`config.mk`:
```
export PLATFORM = sky130hd
export DESIGN_NAME = demux_router
export DESIGN_NICKNAME = d
export VERILOG_FILES = /design/src/rtl/demux_router.sv
export SDC_FILE = /design/constraint.sdc
export NUM_CORES = 1
export LEC_CHECK = 0
export BUFFER_PORTS_ARGS = -buffer_cell sky130_fd_sc_hd__buf_2
export CAP_MARGIN = 20
export CORE_AREA = 2 2 93 118
export CTS_CLUSTER_DIAMETER = 150
export DETAILED_ROUTE_END_ITERATION = 8
export DIE_AREA = 0 0 95 120
export GPL_TIMING_DRIVEN = 0
export PLACE_DENSITY = 0.86
export SYNTH_ARGS = -nofsm -noshare
export SYNTH_HDL_FRONTEND = slang
export SYNTH_SLANG_ARGS = --single-unit
```
`constraint.sdc`:
```
create_clock -name clk -period 5.1 [get_ports clk]
set_clock_uncertainty 0.15 [all_clocks]
set_input_delay 1.02 -clock clk [delete_from_list [all_inputs] [get_ports clk]]
set_output_delay 1.02 -clock clk [all_outputs]
set_load 0.01 [all_outputs]
```
`src/rtl/demux_router.sv`:
```
// demux_router: registered 1-to-N demultiplexer.
// One valid/ready input stream is steered by in_sel into one of N_OUTS
// output channels. Each channel owns a 2-entry FIFO, so the input never
// waits on a consumer combinationally: in_ready looks only at channel
// occupancy flops and in_sel.
// Optional feature macro: DEMUX_ROUTER_STATS_EN adds stat_cnt, a
// per-channel 16-bit wrapping count of accepted enqueues.

// Per-channel 2-entry FIFO with an EMPTY/ONE/FULL occupancy state.
module demux_router_chan #(
  parameter int WIDTH = 32
) (
  input  logic             clk,
  input  logic             rst,
  input  logic             enq,
  input  logic             rdy,
  input  logic [WIDTH-1:0] din,
  output logic             valid,
  output logic             full,
  output logic [WIDTH-1:0] dout
`ifdef DEMUX_ROUTER_STATS_EN
  , output logic [15:0]    stat_cnt
`endif
);

  // Occupancy doubles as the entry count (0, 1, 2).
  typedef enum logic [1:0] {
    EMPTY = 2'd0,
    ONE   = 2'd1,
    FULL  = 2'd2
  } occ_t;

  occ_t             state;
  occ_t             state_nxt;
  logic             rd_ptr;
  logic             wr_ptr;
  logic [WIDTH-1:0] mem [2];
  logic             deq;

  assign valid = (state != EMPTY);
  assign full  = (state == FULL);
  assign deq   = valid && rdy;
  assign dout  = mem[rd_ptr];

  // Occupancy register.
  always_ff @(posedge clk) begin
    if (rst) state <= EMPTY;
    else     state <= state_nxt;
  end

  // Occupancy transitions from the enq/deq pair; enq+deq together holds.
  always_comb begin
    state_nxt = state;
    case (state)
      EMPTY: if (enq)         state_nxt = ONE;
      ONE: begin
        if (enq && !deq)      state_nxt = FULL;
        else if (!enq && deq) state_nxt = EMPTY;
      end
      FULL:  if (deq)         state_nxt = ONE;
      default:                state_nxt = EMPTY;
    endcase
  end

  // Pointers and storage; entries are cleared so out_data reads 0 after reset.
  always_ff @(posedge clk) begin
    if (rst) begin
      rd_ptr <= 1'b0;
      wr_ptr <= 1'b0;
      mem[0] <= '0;
      mem[1] <= '0;
    end else begin
      if (enq) begin
        mem[wr_ptr] <= din;
        wr_ptr      <= ~wr_ptr;
      end
      if (deq) rd_ptr <= ~rd_ptr;
    end
  end

`ifdef DEMUX_ROUTER_STATS_EN
  // Accepted-enqueue counter, wraps naturally at 16 bits.
  always_ff @(posedge clk) begin
    if (rst)      stat_cnt <= '0;
    else if (enq) stat_cnt <= stat_cnt + 16'd1;
  end
`endif

endmodule

// Top: select decode, ready generation and illegal-select flagging.
module demux_router #(
  parameter  int WIDTH     = 32,
  parameter  int N_OUTS    = 2,
  localparam int SEL_WIDTH = $clog2(N_OUTS)
) (
  input  logic                           clk,
  input  logic                           rst,
  input  logic                           in_valid,
  output logic                           in_ready,
  input  logic [WIDTH-1:0]               in_data,
  input  logic [SEL_WIDTH-1:0]           in_sel,
  output logic [N_OUTS-1:0]              out_valid,
  input  logic [N_OUTS-1:0]              out_ready,
  output logic [N_OUTS-1:0][WIDTH-1:0]   out_data,
  output logic                           sel_err
`ifdef DEMUX_ROUTER_STATS_EN
  , output logic [N_OUTS-1:0][15:0]      stat_cnt
`endif
);

  localparam int                 N_SEL  = 1 << SEL_WIDTH;
  localparam logic [SEL_WIDTH:0] N_OUTS_W = N_OUTS[SEL_WIDTH:0];

  logic [N_OUTS-1:0] full;
  logic [N_SEL-1:0]  full_ext;
  logic              sel_legal;
  logic              accept;

  assign sel_legal = ({1'b0, in_sel} < N_OUTS_W);
  assign accept    = in_valid && in_ready;

  // Pad the full vector to the select range so an illegal in_sel indexes a 0.
  always_comb begin
    full_ext               = '0;
    full_ext[N_OUTS-1:0]   = full;
  end

  // Ready depends on registered occupancy and in_sel only; illegal selects
  // are always swallowed.
  always_comb begin
    in_ready = 1'b1;
    if (sel_legal) in_ready = !full_ext[in_sel];
  end

  // Flag a dropped illegal-select beat for exactly one cycle.
  always_ff @(posedge clk) begin
    if (rst) sel_err <= 1'b0;
    else     sel_err <= accept && !sel_legal;
  end

  for (genvar i = 0; i < N_OUTS; i++) begin : g_chan
    logic enq;
    assign enq = accept && (in_sel == SEL_WIDTH'(i));

    demux_router_chan #(.WIDTH(WIDTH)) u_chan (
      .clk      (clk),
      .rst      (rst),
      .enq      (enq),
      .rdy      (out_ready[i]),
      .din      (in_data),
      .valid    (out_valid[i]),
      .full     (full[i]),
      .dout     (out_data[i])
`ifdef DEMUX_ROUTER_STATS_EN
      , .stat_cnt (stat_cnt[i])
`endif
    );
  end

endmodule

```
==> out/metrics.yaml <==
outcome: "completed"
static-leakage-power_nw: 3.01
syn_area_um2: 6070
rows: 42
period_minus_slack_ns: 3.01
worstPathCellList: "clkbuf_1 -> buf_2 -> mux2_2 -> buf_2"
dp.cells: 642
fin_util_pct: 70.3
maxCapViolations: 0
clock_sink_count: 138
cp_max_fo: 10
nFillCells: 709
syn_nets: 443
syn2layout_area_growth_pct: 20.0
period_share_pct: 59.0
synthAdderAreaFrac_pct: 0
synth_top_area_cell: "edfxtp_1"
drive_above_1_share_pct: 39.9
cts_hold_buf: 0
wl_mm: 12.3
grt_max_degree: 33
cts-resized-gates: 0
synth-edff-count: 128
ys_async_sr_fraction_pct: 0
min_path_type: "reg2reg"
yosysUniqueCellTypes: 32
drc: 0
die_h_um: 120
clk_latency_ns: 0.41
worstPathArrival_ns: 1.84
grt_setup_unrepaired: "false"
cp_slowest_cell: "mux2_2"
antenna_found_initial: 0
drt_iter0_drc: 194
post_cts_buffers: 0
ys.warnings.count: 0
cp_num_buf_inv: 3
avgRoutedWirePerCell_um: 18.4
grt_pass1_wl_mm: 19.1
slew_viol_final: 0
ys_dominant_reg_cell: "edfxtp_1"
postRouteAntennaNets: 0
cts_buffers: 17
clk_pin_slew_worst_paths_ns: 0.05
dr_total_vias: 3630
timing.reg2reg.setup_slack_ns: 2.82
setup_violations: 0
peakVddDrop_mv: 0.257
synth_area_leaders: "edfxtp_1 (63%), and2_1 (13%), mux2_2 (12%), dfxtp_1 (3.3%), nor4b_4 (0.78%)"
gp_congestion: 0.733
syn_inst: 405
cts_tree: "yes"
slowest_delay_ns: 0.40
ios: 106
clock_path_buffers: 2
power_w: 0.00258
final-hold-violation-count: 0
post-dp-hpwl_mm: 8.31
tightest_slew_ns: 0.958
cpMostUsedCell: "buf_2"
initial_core_util_pct: 58.6
die_width_um: 95
root_buffer: "clkbuf_16"
yosys.area_share.simple_pct: 17.5
cp_top_family: "buffers and inverters"
synth_top_area_share_pct: 63.4
final_cells: 671
first_global_vias: 3743
via_per_inst: 5.41
cp-end-kind: "primary output"
synth-compound-area-share_pct: 1.42
grtUsageTotal_pct: 23.1
slew_headroom_pct: 36.2
drt-pass1-iter-count: 4
whs_ns: 0.359
power.density_nw_per_um2: 354
seq_area_frac_synth_pct: 66.7
tns_ns: 0
gr-total-overflow: 0
diodes: 0
core_um2: 10400
path_class: "reg2out"
synth-seq-cells: 138
synth_top_family_by_area: "simple AND/OR/NAND/NOR gates"
synthMuxAreaShare_pct: 12.0
htreeDepth: 4
start_kind: "register"
avgSynthCellArea_um2: 15.0
dieArea_um2: 11400
crit_required_ns: 3.93
max_freq_mhz: 333
io_buffers: 103
final_nets: 567
synth_xor_area_share_pct: 0.289
per-layer routing:
metal / share of wire, % / track usage (%) / up-vias
met2: 54 / 40.0 / 91
met4: 2.4 / 9.60 / 0
met5: 0 / 0 / -
li1: - / - / 1691
met1: 40 / 26.6 / 1826
met3: 3.8 / 6.72 / 22
registers in the layout (all words and copies together) (netlist names), named ones only:
signal                count
g_chan.u_chan.mem       128
g_chan.u_chan.state       4
g_chan.u_chan.rd_ptr      2
g_chan.u_chan.wr_ptr      2
final timing paths:
kind,from,end,depth (start not counted)
worst max-delay path,register,out_data[44],4
worst min-delay path,g_chan[1].u_chan.rd_ptr$_SDFFE_PP0P_,g_chan[1].u_chan.rd_ptr$_SDFFE_PP0P_,2
worst max register to register,g_chan[1].u_chan.state[0]$_SDFFE_PP0P_,g_chan[1].u_chan.mem[0][31]$_SDFFCE_PN0P_,3
worst min register to register,g_chan[1].u_chan.rd_ptr$_SDFFE_PP0P_,g_chan[1].u_chan.rd_ptr$_SDFFE_PP0P_,2
Yosys cell counts, types with 3 or more instances:
cell type / instances
and2_1: 128
edfxtp_1: 128
mux2_2: 64
dfxtp_1: 10
clkbuf_1: 9
buf_2: 7
clkbuf_2: 6
nor2_1: 6
o21ai_0: 4
a21oi_1: 3
a31oi_1: 3
buf_4: 3
nand2b_1: 3
nand3b_1: 3
nor2b_1: 3
where the power goes:
part           total [W]  switching, W  internal, W
clock network    0.00100      0.000400     0.000601
logic           0.000255      0.000141     0.000115
registers        0.00132     0.0000189      0.00130
worst register-to-register path, cell delays in order, from the launching register on:
cell and delay (ns):
dfxtp_1 0.40, and2b_4 0.25, or3_1 0.39, nand2b_2 0.69
final cells by class:
type,instances,area (um^2),area share [%]
Sequential cell,138,4040,55.5
Clock buffer,22,444,6.10
Clock inverter,7,30.0,0.412
Buffer,25,121,1.67
Tap cell,132,165,2.27
Multi-Input combinational cell,242,1910,26.2
Timing Repair Buffer,105,571,7.84
metrics by stage:
stage / worst slack [ns] / instance area, um^2
3_3_place_gp: 1.57 / 6750
3_5_place_dp: 2.03 / 6810
6_report: 2.09 / 7280
2_1_floorplan: 2.08 / 6070
4_1_cts: 2.08 / 7280
5_1_grt: 2.02 / 7280
cells by family (layout without fill, tap and decap cells):
family	Yosys count	after routing
mux	65	65
flops	138	138
xor+xnor	2	2
compound gates	14	14
simple gates	160	160
buf+inv	25	159
other cells	1	1
cell usage in the layout, fill, tap and decap left out, types with 3 or more instances in the layout:
cell type | netlist | final
clkinv_1 | 0 | 4
clkbuf_2 | 6 | 6
a21oi_1 | 3 | 3
buf_4 | 3 | 3
clkbuf_1 | 9 | 14
mux2_2 | 64 | 64
clkinv_2 | 0 | 3
clkbuf_16 | 0 | 17
and2_1 | 128 | 128
o21ai_0 | 4 | 4
nand2b_2 | 1 | 3
edfxtp_1 | 128 | 128
nor2_1 | 6 | 6
dfxtp_1 | 10 | 10
nor2b_1 | 3 | 3
buf_2 | 7 | 110
nand3b_1 | 3 | 3
a31oi_1 | 3 | 3
Power figures use the tool's default switching activity.
